File: src/rtl/ps2_direction_decoder_if.sv
// Groups the PS/2 pins and the game-facing outputs of ps2_direction_decoder.
// master: decoder side (samples the pins, drives direction/strobes).
// slave: keyboard/game side (drives the pins, observes the outputs).
interface ps2_direction_decoder_if;
    logic       PS2_CLK;
    logic       PS2_DAT;
    logic [7:0] last_key_received;
    logic [2:0] direction;
    logic       key_valid;
    logic       frame_error;
    logic       hs_enable;

    modport master (
        input  PS2_CLK,
        input  PS2_DAT,
        output last_key_received,
        output direction,
        output key_valid,
        output frame_error,
        output hs_enable
    );

    modport slave (
        output PS2_CLK,
        output PS2_DAT,
        input  last_key_received,
        input  direction,
        input  key_valid,
        input  frame_error,
        input  hs_enable
    );
endinterface

File: src/rtl/ps2_direction_decoder.sv
// PS/2 receiver + scan-code decoder mapping arrows/WASD to a 3-bit direction, plus movement tick.
// Latency: stop-bit PS2_CLK fall to byte_valid = 2 + FILTER_LEN + 2 cycles; outputs one cycle later.
// No backpressure: every event is reported once via one-cycle pulses; the keyboard cannot be stalled.
module ps2_direction_decoder #(
    parameter int FILTER_LEN     = 8,
    parameter int TIMEOUT_CYCLES = 50000,
    parameter int TICK_CYCLES    = 12500000,
    parameter bit STICKY         = 1'b0
) (
    input  logic                          clock,
    input  logic                          reset,
    ps2_direction_decoder_if.master       bus
);
    localparam int              FW        = $clog2(FILTER_LEN) + 1;
    localparam logic [FW-1:0]   FILT_LAST = FW'(FILTER_LEN - 1);
    localparam logic [15:0]     TOUT_MAX  = 16'(TIMEOUT_CYCLES);
    localparam logic [23:0]     TICK_LAST = 24'(TICK_CYCLES - 1);

    typedef enum logic [1:0] {S_IDLE, S_DATA, S_PARITY, S_STOP} rx_state_t;

    logic [1:0]    clk_sync_q, dat_sync_q;
    logic [FW-1:0] filt_cnt_q;
    logic          filt_clk_q, filt_prev_q, strobe_q;
    rx_state_t     rx_state_q;
    logic [2:0]    bit_cnt_q;
    logic [7:0]    shift_q;
    logic          par_q;
    logic [15:0]   tout_q;
    logic          byte_valid_q, ferr_q;
    logic          ext_q, brk_q;
    logic [2:0]    dir_q;
    logic [7:0]    last_q;
    logic          kv_q;
    logic [23:0]   tick_q, tick_d;
    logic          hs_q;
    logic [3:0]    key_map;   // {mapped, direction} for the byte just received

    // Two-flop synchronizers; idle-high reset value so reset never looks like a start edge.
    always_ff @(posedge clock or posedge reset) begin
        if (reset) begin
            clk_sync_q <= 2'b11;
            dat_sync_q <= 2'b11;
        end else begin
            clk_sync_q <= {clk_sync_q[0], bus.PS2_CLK};
            dat_sync_q <= {dat_sync_q[0], bus.PS2_DAT};
        end
    end

    // Glitch filter: follow the synced clock only after FILTER_LEN stable cycles; registered falling-edge strobe.
    always_ff @(posedge clock or posedge reset) begin
        if (reset) begin
            filt_cnt_q  <= '0;
            filt_clk_q  <= 1'b1;
            filt_prev_q <= 1'b1;
            strobe_q    <= 1'b0;
        end else begin
            filt_prev_q <= filt_clk_q;
            strobe_q    <= filt_prev_q & ~filt_clk_q;
            if (clk_sync_q[1] == filt_clk_q) begin
                filt_cnt_q <= '0;
            end else if (filt_cnt_q == FILT_LAST) begin
                filt_clk_q <= clk_sync_q[1];
                filt_cnt_q <= '0;
            end else begin
                filt_cnt_q <= filt_cnt_q + 1'b1;
            end
        end
    end

    // Receiver FSM: start, 8 data bits LSB first, odd parity, stop; timeout abandons a stalled frame.
    always_ff @(posedge clock or posedge reset) begin
        if (reset) begin
            rx_state_q   <= S_IDLE;
            bit_cnt_q    <= 3'd0;
            shift_q      <= 8'h00;
            par_q        <= 1'b0;
            tout_q       <= 16'd0;
            byte_valid_q <= 1'b0;
            ferr_q       <= 1'b0;
        end else begin
            byte_valid_q <= 1'b0;
            ferr_q       <= 1'b0;
            if (strobe_q) begin
                tout_q <= 16'd0;
                case (rx_state_q)
                    S_IDLE: begin
                        if (!dat_sync_q[1]) begin
                            rx_state_q <= S_DATA;
                            bit_cnt_q  <= 3'd0;
                        end
                    end
                    S_DATA: begin
                        shift_q   <= {dat_sync_q[1], shift_q[7:1]};
                        bit_cnt_q <= bit_cnt_q + 3'd1;
                        if (bit_cnt_q == 3'd7) rx_state_q <= S_PARITY;
                    end
                    S_PARITY: begin
                        par_q      <= dat_sync_q[1];
                        rx_state_q <= S_STOP;
                    end
                    default: begin
                        if (dat_sync_q[1] && (^{shift_q, par_q})) byte_valid_q <= 1'b1;
                        else                                       ferr_q       <= 1'b1;
                        rx_state_q <= S_IDLE;
                    end
                endcase
            end else if (rx_state_q != S_IDLE) begin
                if (tout_q == TOUT_MAX) begin
                    rx_state_q <= S_IDLE;
                    bit_cnt_q  <= 3'd0;
                    shift_q    <= 8'h00;
                    tout_q     <= 16'd0;
                    ferr_q     <= 1'b1;
                end else begin
                    tout_q <= tout_q + 16'd1;
                end
            end
        end
    end

    // Scan-code to direction lookup; bit 3 flags a mapped key.
    function automatic logic [3:0] map_key(input logic ext, input logic [7:0] code);
        logic [3:0] m;
        m = 4'b0000;
        if (ext) begin
            case (code)
                8'h75: m = 4'b1_001;
                8'h6B: m = 4'b1_010;
                8'h72: m = 4'b1_011;
                8'h74: m = 4'b1_100;
                default: m = 4'b0000;
            endcase
        end else begin
            case (code)
                8'h1D: m = 4'b1_001;
                8'h1C: m = 4'b1_010;
                8'h1B: m = 4'b1_011;
                8'h23: m = 4'b1_100;
                default: m = 4'b0000;
            endcase
        end
        return m;
    endfunction

    assign key_map = map_key(ext_q, shift_q);

    // Decoder: track E0/F0 prefixes, apply make events, and release only on a break of the held key.
    always_ff @(posedge clock or posedge reset) begin
        if (reset) begin
            ext_q  <= 1'b0;
            brk_q  <= 1'b0;
            dir_q  <= 3'b000;
            last_q <= 8'h00;
            kv_q   <= 1'b0;
        end else begin
            kv_q <= 1'b0;
            if (ferr_q) begin
                ext_q <= 1'b0;
                brk_q <= 1'b0;
            end else if (byte_valid_q) begin
                if (shift_q == 8'hE0) begin
                    ext_q <= 1'b1;
                end else if (shift_q == 8'hF0) begin
                    brk_q <= 1'b1;
                end else begin
                    ext_q <= 1'b0;
                    brk_q <= 1'b0;
                    if (key_map[3]) begin
                        if (!brk_q) begin
                            dir_q  <= key_map[2:0];
                            last_q <= shift_q;
                            kv_q   <= 1'b1;
                        end else if (!STICKY && shift_q == last_q && key_map[2:0] == dir_q) begin
                            dir_q <= 3'b000;
                            kv_q  <= 1'b1;
                        end
                    end
                end
            end
        end
    end

    // Next tick count: wrap after TICK_CYCLES-1.
    always_comb begin
        tick_d = (tick_q == TICK_LAST) ? 24'd0 : tick_q + 24'd1;
    end

    // Free-running tick; hs_enable registered so it is high while the count equals TICK_CYCLES-1.
    always_ff @(posedge clock or posedge reset) begin
        if (reset) begin
            tick_q <= 24'd0;
            hs_q   <= 1'b0;
        end else begin
            tick_q <= tick_d;
            hs_q   <= (tick_d == TICK_LAST);
        end
    end

    assign bus.last_key_received = last_q;
    assign bus.direction         = dir_q;
    assign bus.key_valid         = kv_q;
    assign bus.frame_error       = ferr_q;
    assign bus.hs_enable         = hs_q;
endmodule

File: src/flat_wrapper.sv
// flat-port wrapper written by rule: the top's interface ports become plain ports
module ps2_direction_decoder_flat 
#(
    parameter int FILTER_LEN     = 8,
    parameter int TIMEOUT_CYCLES = 50000,
    parameter int TICK_CYCLES    = 12500000,
    parameter bit STICKY         = 1'b0
)
  (clock, reset, bus_PS2_CLK, bus_PS2_DAT, bus_last_key_received, bus_direction, bus_key_valid, bus_frame_error, bus_hs_enable);
  ps2_direction_decoder_if bus_i ();
  input  logic clock;
  input  logic reset;
  input wire logic [$bits(bus_i.PS2_CLK)-1:0] bus_PS2_CLK;
  input wire logic [$bits(bus_i.PS2_DAT)-1:0] bus_PS2_DAT;
  output wire logic [$bits(bus_i.last_key_received)-1:0] bus_last_key_received;
  output wire logic [$bits(bus_i.direction)-1:0] bus_direction;
  output wire logic [$bits(bus_i.key_valid)-1:0] bus_key_valid;
  output wire logic [$bits(bus_i.frame_error)-1:0] bus_frame_error;
  output wire logic [$bits(bus_i.hs_enable)-1:0] bus_hs_enable;
  assign bus_i.PS2_CLK = bus_PS2_CLK;
  assign bus_i.PS2_DAT = bus_PS2_DAT;
  assign bus_last_key_received = bus_i.last_key_received;
  assign bus_direction = bus_i.direction;
  assign bus_key_valid = bus_i.key_valid;
  assign bus_frame_error = bus_i.frame_error;
  assign bus_hs_enable = bus_i.hs_enable;
  ps2_direction_decoder #(.FILTER_LEN(FILTER_LEN), .TIMEOUT_CYCLES(TIMEOUT_CYCLES), .TICK_CYCLES(TICK_CYCLES), .STICKY(STICKY)) u_core (.clock(clock), .reset(reset), .bus(bus_i));
endmodule
File: config.mk
export PLATFORM = sky130hd
export DESIGN_NAME = ps2_direction_decoder_flat
export DESIGN_NICKNAME = d
export VERILOG_FILES = /design/src/rtl/ps2_direction_decoder_if.sv /design/src/rtl/ps2_direction_decoder.sv /design/src/flat_wrapper.sv
export SDC_FILE = /design/constraint.sdc
export NUM_CORES = 1
export LEC_CHECK = 0
export ABC_AREA = 0
export BUFFER_PORTS_ARGS = -buffer_cell sky130_fd_sc_hd__buf_2
export CORE_UTILIZATION = 55
export CTS_BUF_LIST = sky130_fd_sc_hd__clkbuf_4 sky130_fd_sc_hd__clkbuf_8
export CTS_CLUSTER_SIZE = 25
export DETAILED_ROUTE_END_ITERATION = 6
export GPL_TIMING_DRIVEN = 1
export MAX_ROUTING_LAYER = met4
export PLACE_DENSITY = 0.68
export RECOVER_POWER = 50
export SYNTH_ARGS = -nofsm -noshare
export SYNTH_HDL_FRONTEND = slang
export SYNTH_SLANG_ARGS = --single-unit
File: constraint.sdc
create_clock -name clock -period 3 [get_ports clock]
set_input_delay 0.15 -clock clock [delete_from_list [all_inputs] [get_ports clock]]
set_output_delay 0.15 -clock clock [all_outputs]
set_load 0.02 [all_outputs]
=== Yosys cells after proc, flatten, opt, wreduce, memory -nomap -nowiden ===
Cells that the tools add are included.

* Bits in registers: 82
* Output and inout bits: 14
* Word-level logic and storage cells: 125

* $add $sub $neg: 4
* Equal/unequal tests: 27
* Mux-type cells: 49
* Bitwise gates (word level): 7
* Reductions and logical operators: 18

{| class="wikitable"
|+ Operators by type and width
! kind !! count
|-
| == test 24 bit, second input constant || 2
|-
| 2-to-1 mux 16 bit || 3
|-
| == test 8 x 7 -> 1 bit, second input constant || 4
|-
| 2-to-1 mux 8 bit || 4
|-
| one-hot mux 4 bit (4 select lines) || 2
|-
| adder 24 x 1 -> 24 bit, second input constant || 1
|-
| == test 8 x 5 -> 1 bit, second input constant || 3
|-
| 2-to-1 mux 24 bit || 1
|-
| 2-to-1 mux 1 bit || 23
|-
| 2-to-1 mux 3 bit || 6
|-
| adder 16 x 1 -> 16 bit, second input constant || 1
|-
| == test 16 bit, second input constant || 1
|-
| == test 8 bit, second input constant || 2
|-
| 2-to-1 mux 4 bit || 3
|-
| AND reduction 6 bit || 2
|-
| 2-to-1 mux 2 bit || 5
|-
| inequality test 3 bit, second input constant || 3
|-
| parity 9 bit || 1
|-
| == test 8 x 6 -> 1 bit, second input constant || 1
|-
| == test 8 bit || 1
|-
| AND reduction 2 bit || 4
|-
| AND reduction 4 bit || 2
|-
| nonzero test 2 bit || 4
|-
| inverter 1 bit || 6
|-
| other kinds (18) || 20
|}

=== Depth between registers and ports, before layout ===
Gate-level depths: netlist of the first run.

* Depth after elaboration: 12
* Depth in mapped cells: 8
* Depth with buffers taken out: 8

=== Worst setup path before layout of the first run ===
No wires, ideal clock.

* Path kind: reg2reg
* From: register u_core.tick_q[0]
* To: register u_core.hs_q, in the netlist u_core.bus.hs_enable
* Library setup time: 0.111 ns
* Data arrival time: 2.192 ns
* Path slack: 0.697 ns
* Stages on the path, launching flop included: 8
* Buffers on the path: 1
* Clock period less this slack: 2.303 ns
* Path through: dfrtp_1 -> ha_1 -> and4_2 -> and4_1 -> and3_2 -> clkbuf_1 -> or4b_4 -> a2111oi_2

* Cells in the longest elaborated chain, start to end: 3
* Elaborated cells on any way between the ends: 4
* Those cells by class: 1 x add/sub; 2 x eq/ne; 1 x mux

{| class="wikitable"
|+ Ends and longest elaborated chain
! element !! line !! text
|-
| from (decl) || ps2_direction_decoder.sv:34 || <nowiki>logic [23:0] tick_q, tick_d;</nowiki>
|-
| from (signal assigned) || ps2_direction_decoder.sv:194 || <nowiki>tick_q <= tick_d;</nowiki>
|-
| adder 24 x 1 -> 24 bit / == test 24 bit (equally long branches) || ps2_direction_decoder.sv:185 || <nowiki>tick_d = (tick_q == TICK_LAST) ? 24'd0 : tick_q + 24'd1;</nowiki>
|-
| 2-to-1 mux 24 bit * || ps2_direction_decoder.sv:185 ||
|-
| == test 24 bit * || ps2_direction_decoder.sv:195 || <nowiki>hs_q <= (tick_d == TICK_LAST);</nowiki>
|-
| to (signal assigned) || ps2_direction_decoder.sv:195 ||
|-
| to (decl) || ps2_direction_decoder.sv:35 || <nowiki>logic hs_q;</nowiki>
|}

Every way passes the cells marked *; elsewhere a longest branch is shown, timed or not.
A chain may end at the register's enable or synchronous reset.

=== Final worst setup path of the first run ===
Ends and elaborated chain as after synthesis.

==> flow_summary.toml, run 1 <==
[setup_path]
timing.rr.end = "u_core.bus.hs_enable"
rr_worst_depth = 6
r2r_setup_slack_ns = 0.59
path_max_fanout = 16
path_class = "flop to flop"
cp-end-kind = "flop"
timing.rr.start = "u_core.tick_q[0]"
arrival_ns = 2.65
worst_ep_required_time_ns = 3.24
cp-start-kind = "flop"

[power]
p_leak_nw = 2.12
swShare_pct = 29.0
p_clk_share_pct = 35.3
p_sw_uw = 634
pwr-share-comb_pct = 9.8
p_per_area_nw_per_um2 = 469
vdd_ir_drop_max_mv = 0.354
finalPower_mw = 2.19
seqPwrFrac_pct = 54.9
p_int_mw = 1.55

[cells_and_area]
antenna_cells = 0
syn2layout_area_growth_pct = 8.07
drive_gt1_share_pct = 15.8
fillers = 618
final_common_cell = "dfrtp_1"
layout_common_cells = "76 x dfrtp_1, 40 x nor2_1, 32 x nand2_1, 28 x xor2_1, 22 x xnor2_1"
fin_nets = 453
stdcell_count = 543

[yosys]
synthesis.area_per_instance_sq_um = 10.1
synth_cells = 425
netlist_area_sq_um = 4310
synth_edf_count = 0
yosysWarnings = 0
synth-seq-cells = 82
synthFlopType = "dfrtp_1"
syn-num-nets = 439
yosysTopAreaCell = "dfrtp_1"
yosysSeqAreaShare_pct = 47.8
yosys-top-cells-area = "dfrtp_1 44%, xor2_1 5.7%, xnor2_1 4.5%"
async_reset_ff_share_pct = 100
yosys.area.top_type_share_pct = 44.1
netlist-cell-type-count = 58

[clock_network]
numCtsBuffers = 9
clk_pin_slew_ns = 0.09
clock-sinks = 82
cts_setup_buffers = 0
insertion_delay_ns = 0.35
htree_levels = 3
cts-hold-fix-buffers = 2
cts_tree = "yes"
cts_resized = 0
cts_root_buf = "clkbuf_8"
cts_buffer_depth = 2

[floorplan]
die_x_microns = 90.5
start_util_pct = 58.2
dieArea_sq_um = 8190
fp.dieH_microns = 90.5
rows = 31
io_pins = 18
core_sq_um = 7410

[worst_hold_path]
holdPathStages = 0
hp-class = "flop to flop"
hold_path_end = "u_core.clk_sync_q[1]"
worstHoldStart = "u_core.clk_sync_q[0]"

[timing]
hold_viol_final = 0
fin_crit_ns = 2.41
worstMarginPinSlew_ns = 2.46
fmax_ghz = 0.414
holdWs_ns = 0.362
max_slew_margin_pct = -64.6
setup_viol = 0
slew_viol_final = 60
rsz0062_at_grt = "false"
fin_crit_sh_pct = 80.4
setup_tns_ns = 0
skew_ns = 0.00711

[global_route]
grt_pass1_vias = 2891
antenna_found_initial = 0
grt_use_total_pct = 21.3
grt-ovfl-total = 0
grt_pass1_wl_mm = 13.5
grt_max_degree = 60

[placement]
port_buffers = 17
gp_congestion = 0.848
dpl.hpwl_mm = 5.48
dpl.cell_count = 525

[routing]
avgRoutedWirePerCell_microns = 14.6
drtAntennaViolNets = 0
viasPerCell = 5.59
wl_mm = 7.91
drc = 0
via_count = 3035
drtPass1Iterations = 4
drt-initial-drc-count = 93

[status]
violations = "max-capacitance violations, max-slew violations"
status = "finished with violations"

[flow_run]
max_cap_viol_count = 1
routing by layer:
| metal | up-vias | routed length, microns | share of wire, % | track usage [%] |
|---|---|---|---|---|
| met1 | 1480 | 3890 | 49 | 27.8 |
| met5 | - | 0 | 0 | - |
| met3 | 11 | 207 | 2.6 | 5.72 |
| met4 | 0 | 94 | 1.2 | 6.05 |
| li1 | 1515 | - | - | - |
| met2 | 29 | 3720 | 47 | 32.8 |
metrics by stage:
step                      cell area (sq um)  util [%]  setup slack [ns]
final                                  4660      62.9             0.587
after global routing                   4660      62.9             0.400
after CTS                              4660      63.0             0.546
after detailed placement               4450      60.1             0.581
after global placement                 4450      60.1             0.655
after floorplan                        4310         -             0.697
logic make-up (layout without fill, tap and decap cells):
family,Yosys count,after routing,synth area share [%]
flip-flops,82,82,47.8
adder cells (fa/ha/maj),10,10,2.90
AND/OR/NAND/NOR,180,180,23.9
buffers and inverters,34,53,3.43
multiplexers,11,11,2.79
AO/OA/AOI/OAI,58,58,9.06
XOR/XNOR,50,50,10.2
how the worst max path moves through the flow:
stage | start | end | slack, ns | cells after the start
2_1_floorplan | u_core.tick_q[0] | u_core.bus.hs_enable | 0.70 | 7
3_3_place_gp | u_core.tick_q[0] | u_core.bus.hs_enable | 0.66 | 6
3_5_place_dp | u_core.tick_q[0] | u_core.bus.hs_enable | 0.58 | 6
4_1_cts | u_core.tick_q[0] | u_core.bus.hs_enable | 0.55 | 6
5_1_grt | reset | u_core.bit_cnt_q[1] | 0.40 | 3
6_report | u_core.tick_q[0] | u_core.bus.hs_enable | 0.59 | 6
registers in the layout, indices dropped and copies added, names as in the netlist, 2 cells and up:
name / count
u_core.dat_sync_q: 2
u_core.tick_q: 24
u_core.bus.direction: 3
u_core.clk_sync_q: 2
u_core.bit_cnt_q: 3
u_core.bus.last_key_received: 8
u_core.tout_q: 16
u_core.rx_state_q: 2
u_core.shift_q: 8
u_core.filt_cnt_q: 4
power groups by stage:
stage	registers, mW	clock network [mW]	logic, mW
global placement	1.22	0	0.210
finish	1.20	0.771	0.214
CTS	1.20	0.805	0.219
floorplan	1.21	0	0.163
global route	1.21	0.842	0.243
detailed placement	1.22	0	0.214
cells in the mapped netlist, drive strengths merged (7+ instances only):
| library cell | count |
|---|---|
| xor2 | 28 |
| a22o | 7 |
| mux2 | 8 |
| buf | 11 |
| inv | 14 |
| nand3 | 17 |
| ha | 10 |
| nor2 | 40 |
| o21ai | 20 |
| and4 | 7 |
| dfrtp | 76 |
| nand2b | 7 |
| clkbuf | 9 |
| and3 | 11 |
| a21oi | 14 |
| xnor2 | 22 |
| nor3 | 10 |
| nand4 | 10 |
| nand2 | 33 |
area by class of cell:
type	instances	area (sq um)	area share (%)
multi-input cells	309	2100	45.1
flip-flops and latches	82	2060	44.2
repair buffers	23	128	2.74
clock buffers	9	124	2.66
well taps	99	124	2.66
clock inverters	7	66.3	1.42
inverters	14	53.8	1.16
critical path: stages, from the launching register on:
cell	delay (ns)
dfrtp_1	0.41
ha_1	0.25
and4_2	0.27
and4_1	0.14
and3_2	0.31
or4b_4	0.57
a2111oi_2	0.34
Power figures use the tool's default switching activity.
==> run 2: changes to the inputs <==
ABC_AREA = 1   (was 0)
PLACE_DENSITY = 0.71   (was 0.68)
clock period = 2.2 ns   (was 3 ns; I/O delays follow)
==> run 2 against run 1 <==
Worst hold slack worse by 0.0040 ns; critical path depth rose by 4; synthesized cell count up 38%; largest cell class unchanged; sequential share of layout area is 3.3 points lower; the run now ends clean; design area increased by 8.0%; non-clock buffer count rose by 5; critical path type unchanged; first-iteration DRC count grew 84%.
==> flow_summary.toml, run 2 <==
[cells_and_area]
largest_reg_flops = 24
fillers = 711
antenna_cells = 0
largestRegisters = "u_core.tick_q: 24 flops, u_core.tout_q: 16 flops"
final_common_cell = "nand2_1"
utilization_pct = 64.1
fin_nets = 634
syn2layout_area_growth_pct = 10.6
drive_gt1_share_pct = 11.2
largest_register = "u_core.tick_q"
layout_common_cells = "129 x nand2_1, 89 x nor2_1, 81 x inv_1, 76 x dfrtp_1, 53 x nand3_1"

[global_route]
grt_max_degree = 62
grt_pass1_wl_mm = 16.4
grt_pass1_vias = 3737
grt_use_total_pct = 24.6
antenna_found_initial = 0
grt-ovfl-total = 0

[clock_network]
clock-sinks = 82
numCtsBuffers = 9
clk_pin_slew_ns = 0.08
cts_buffer_depth = 2
insertion_delay_ns = 0.36
cts_tree = "yes"
htree_levels = 3
cts_root_buf = "clkbuf_8"

[timing]
rsz0062_at_grt = "true"
setup_viol = 0
fmax_ghz = 0.494
fin_crit_sh_pct = 92.0
worstMarginPinSlew_ns = 0.900
slew_viol_final = 0
fin_crit_ns = 2.02
max_slew_margin_pct = 39.7
skew_ns = 0.00917
hold_viol_final = 0

[yosys]
yosysTopAreaCell = "dfrtp_1"
yosys-top-cells-area = "dfrtp_1 42%, nand2_1 11%, nor2_1 7.4%"
netlist-cell-type-count = 41
yosysWarnings = 0
netlist_area_sq_um = 4550
yosys.area.top_type_share_pct = 41.8
async_reset_ff_share_pct = 100
synth_edf_count = 0
synth_cells = 586
synth_common_cells = "130 x nand2_1, 90 x nor2_1, 83 x inv_1, 76 x dfrtp_1, 53 x nand3_1"
syn-num-nets = 600
synthFlopType = "dfrtp_1"
synth-seq-cells = 82
yosysMostFrequentCell = "nand2_1"
synthesis.area_per_instance_sq_um = 7.76
yosysSeqAreaShare_pct = 45.3

[floorplan]
dieArea_sq_um = 8640
rows = 32
fp.dieH_microns = 93.0
core_sq_um = 7850
io_pins = 18
die_x_microns = 93.0
start_util_pct = 58.0

[setup_path]
cp-end-kind = "flop"
worst_ep_required_time_ns = 2.49
path_max_fanout = 7
cp-start-kind = "flop"
path_class = "flop to flop"
arrival_ns = 2.32

[placement]
gp_congestion = 1.01
port_buffers = 17
dpl.hpwl_mm = 7.13

[routing]
via_count = 3774
drt-initial-drc-count = 171
drc = 0
viasPerCell = 5.19
drtPass1Iterations = 5
wl_mm = 9.52
avgRoutedWirePerCell_microns = 13.1
drtAntennaViolNets = 0

[power]
finalPower_mw = 3.10
p_leak_nw = 2.44
vdd_ir_drop_max_mv = 0.263
p_per_area_nw_per_um2 = 616

[flow_run]
max_cap_viol_count = 0

[status]
status = "completed"

[worst_hold_path]
hp-class = "flop to flop"
==> run 2: cell types whose count changed after synthesis, moves of 11 or more <==
cell and change:
nand2_1 +98, nor2_1 +50, inv_1 +69, xor2_1 -18, nand3_1 +37, xnor2_1 -11
==> run 2: final cells by class <==
type | count | area, sq um | share of cell area, %
tap | 102 | 128 | 2.54
timing repair buffer | 28 | 155 | 3.08
clock inverter | 6 | 90.1 | 1.79
inverter | 88 | 338 | 6.72
multi-input combinational | 411 | 2120 | 42.2
sequential | 82 | 2060 | 40.9
clock buffer | 10 | 138 | 2.74
==> run 2: where the power goes <==
| group | internal [mW] | total [mW] | switching, mW |
|---|---|---|---|
| combinational | 0.0905 | 0.246 | 0.155 |
| clock | 0.672 | 1.24 | 0.564 |
| sequential | 1.57 | 1.62 | 0.0427 |
==> run 2: what timing repair did <==
item | in CTS | in global routing
hold endpoints to repair | 21 | 0
hold buffers | 3 | 0
endpoints found under the setup margin | 0 | 2
gates resized for setup | 0 | 3
setup buffers | 0 | 4
==> run 2: metrics by stage <==
| step | instance area [sq um] | worst slack [ns] | hold WS (ns) | instances | TNS [ns] |
|---|---|---|---|---|---|
| 2_1_floorplan | 4550 | 0.324 | 0.114 | 586 | 0 |
| 3_3_place_gp | 4770 | 0.254 | 0.162 | 704 | 0 |
| 3_5_place_dp | 4770 | 0.164 | 0.167 | 704 | 0 |
| 4_1_cts | 5030 | 0.148 | 0.335 | 723 | 0 |
| 5_1_grt | 5030 | -0.00313 | 0.368 | 727 | -0.00454 |
| 6_report | 5030 | 0.177 | 0.358 | 727 | 0 |
==> run 2: routing by layer <==
layer	vias up	share of wire [%]	global-route usage [%]
met2	62	50	41.1
met4	0	2.2	10.4
met1	1755	45	30.0
met5	-	0	-
li1	1937	-	-
met3	20	2.4	3.37
==> run 2: path summary, 6_finish.rpt <==
check	start	to	slack (ns)	cells after the start
max	u_core.rx_state_q[0]	u_core.tout_q[7]	0.18	10
min	u_core.clk_sync_q[0]	u_core.clk_sync_q[1]	0.36	0
max reg2reg	u_core.rx_state_q[0]	u_core.tout_q[7]	0.18	10
min reg2reg	u_core.clk_sync_q[0]	u_core.clk_sync_q[1]	0.36	0
max in group asynchronous	reset	u_core.tick_q[21]	0.47	4
min in group asynchronous	reset	u_core.tout_q[2]	0.42	3
==> run 2: critical path, cell delays in order (launching register included) <==
cell	delay (ns)
dfrtp_1	0.42
inv_1	0.11
ha_1	0.20
inv_1	0.10
nor2_2	0.23
inv_1	0.10
nand2_2	0.18
clkinvlp_4	0.20
clkbuf_2	0.20
buf_4	0.15
nor2_1	0.08
==> run 2: logic make-up (layout without fill, tap and decap cells) <==
logic type                 Yosys count  count (layout)  share of synthesized area (%)
AOI/OAI and AO/OA                   50              50                           6.74
xor gates and xnor gates            21              21                           4.04
adders and majority gates           10              10                           2.75
buffers and inverters               93             132                           8.20
DFF                                 82              82                           45.3
muxes                                2               2                          0.495
and+or+nand+nor                    328             328                           32.5
==> run 3: changes to the inputs <==
CORE_UTILIZATION = 24   (was 55)
PLACE_DENSITY = 0.35   (was 0.71)
==> run 3 against run 2 <==
Combinational power barely moved; power fell by 0.99%; design area rose by 3.5%; first-iteration DRC count fell by 0.58%; global-route usage fell by 12 points; register-to-register slack barely moved; critical path depth rose by 1; cell count rose by 17%; worst setup slack improved by 0.0013 ns; routed wire length rose by 18%; sequential share of layout area fell by 1.4 points; critical path type unchanged; largest cell class unchanged.
==> flow_summary.toml, run 3 (synthesized netlist as in run 2, its figures left out) <==
[routing]
met1_length_mm = 5.61
wl_mm = 11.3
drt-initial-drc-count = 170
drtPass1Iterations = 4
routed-wl-met3_microns = 202
drc = 0
drtAntennaViolNets = 0
viasPerCell = 4.42
routed-wl-met2_mm = 5.23
top_layer_used = "met4"
via_count = 3776
avgRoutedWirePerCell_microns = 13.2

[clock_network]
cts_tree = "yes"
insertion_delay_ns = 0.37
htree_levels = 3
clk_pin_slew_ns = 0.10
cts_root_buf = "clkbuf_8"
cts_buffer_depth = 2
clock-sinks = 82
numCtsBuffers = 9

[placement]
port_buffers = 17
dpl.cell_count = 833
dpl.hpwl_mm = 8.70
gp_congestion = 0.853
placed_area_sq_um = 4950

[cells_and_area]
layout_common_cells = "129 x nand2_1, 89 x nor2_1, 80 x inv_1, 76 x dfrtp_1, 53 x nand3_1"
largest_register = "u_core.tick_q"
antenna_cells = 0
fin_nets = 634
utilization_pct = 28.5
final_common_cell = "nand2_1"
final_area_sq_um = 5210
stdcell_count = 854
syn2layout_area_growth_pct = 14.5
largest_reg_flops = 24
largestRegisters = "u_core.tick_q: 24 flops, u_core.tout_q: 16 flops"
drive_gt1_share_pct = 13.9

[timing]
max_slew_margin_pct = 29.1
hold_viol_final = 0
worstMarginPinSlew_ns = 1.06
fmax_ghz = 0.495
setup_viol = 0
skew_ns = 0.0150
fin_crit_sh_pct = 91.9
fin_crit_ns = 2.02
slew_viol_final = 0

[status]
status = "completed"

[global_route]
grt-ovfl-total = 0
antenna_found_initial = 0
grt_use_total_pct = 13.0
grt_pass1_vias = 3902
grt_pass1_wl_mm = 19.4
grt_max_degree = 36

[setup_path]
worst_ep_required_time_ns = 2.50
arrival_ns = 2.32
path_max_fanout = 6
cp-end-kind = "flop"
cp-start-kind = "flop"
path_class = "flop to flop"

[floorplan]
core_sq_um = 18300
die_x_microns = 140
fp.dieH_microns = 140
start_util_pct = 24.9
io_pins = 18
rows = 49
dieArea_sq_um = 19500

[flow_run]
max_cap_viol_count = 0

[worst_hold_path]
hp-class = "flop to flop"

[power]
finalPower_mw = 3.07
p_leak_nw = 2.51
vdd_ir_drop_max_mv = 0.266
p_per_area_nw_per_um2 = 589
==> run 3: final cells by class <==
type	instances	area, sq um
Fill cell	1981	13100
Multi-Input combinational cell	411	2140
Sequential cell	82	2060
Inverter	88	338
Tap cell	229	287
Timing Repair Buffer	28	169
Clock buffer	10	138
Clock inverter	6	72.6
==> run 3: worst max-delay path, cell delays in order (launching register included) <==
cell and delay, ns:
dfrtp_1 0.40, ha_2 0.23, nand2_1 0.11, nor2_4 0.20
nand3b_1 0.18, nand2_1 0.09, o21ai_0 0.08, nor2_1 0.14
nand3_1 0.14, nor2_1 0.18, nand4_1 0.09, nor2_1 0.09
==> run 3: layer usage <==
metal / GRT usage (%) / up-vias
li1: - / 1948
met1: 16.5 / 1775
met2: 20.6 / 35
met3: 2.58 / 18
met4: 4.45 / 0
met5: - / -
==> run 3: where the power goes <==
group          internal (mW)  switching (mW)  total, mW
Combinational         0.0878           0.156      0.244
Clock                  0.568           0.628       1.20
Sequential              1.57          0.0533       1.63
Total                   2.23           0.838       3.07
==> run 3: worst paths after layout <==
kind,startpoint,endpoint,slack (ns),cells past startpoint
max,u_core.tick_q[0],u_core.bus.hs_enable,0.18,11
min,u_core.clk_sync_q[0],u_core.clk_sync_q[1],0.36,0
max reg2reg,u_core.tick_q[0],u_core.bus.hs_enable,0.18,11
min reg2reg,u_core.clk_sync_q[0],u_core.clk_sync_q[1],0.36,0
max in group asynchronous,reset,u_core.tick_q[19],0.42,4
min in group asynchronous,reset,u_core.tick_q[10],0.47,3
==> run 3: stage by stage <==
step	TNS (ns)	setup slack, ns	hold WS [ns]
after global placement	0	0.137	0.208
after global routing	-0.000644	-0.000644	0.356
after detailed placement	0	0.113	0.216
final	0	0.178	0.360
after CTS	0	0.0517	0.350
after floorplan	0	0.324	0.114
==> run 3: what timing repair did <==
action                                  CTS  global route
endpoints found under the hold margin    22             0
gates resized for setup                   0             9
hold buffers                              3             0
endpoints found under the setup margin    0            10
buffers inserted                          0             2
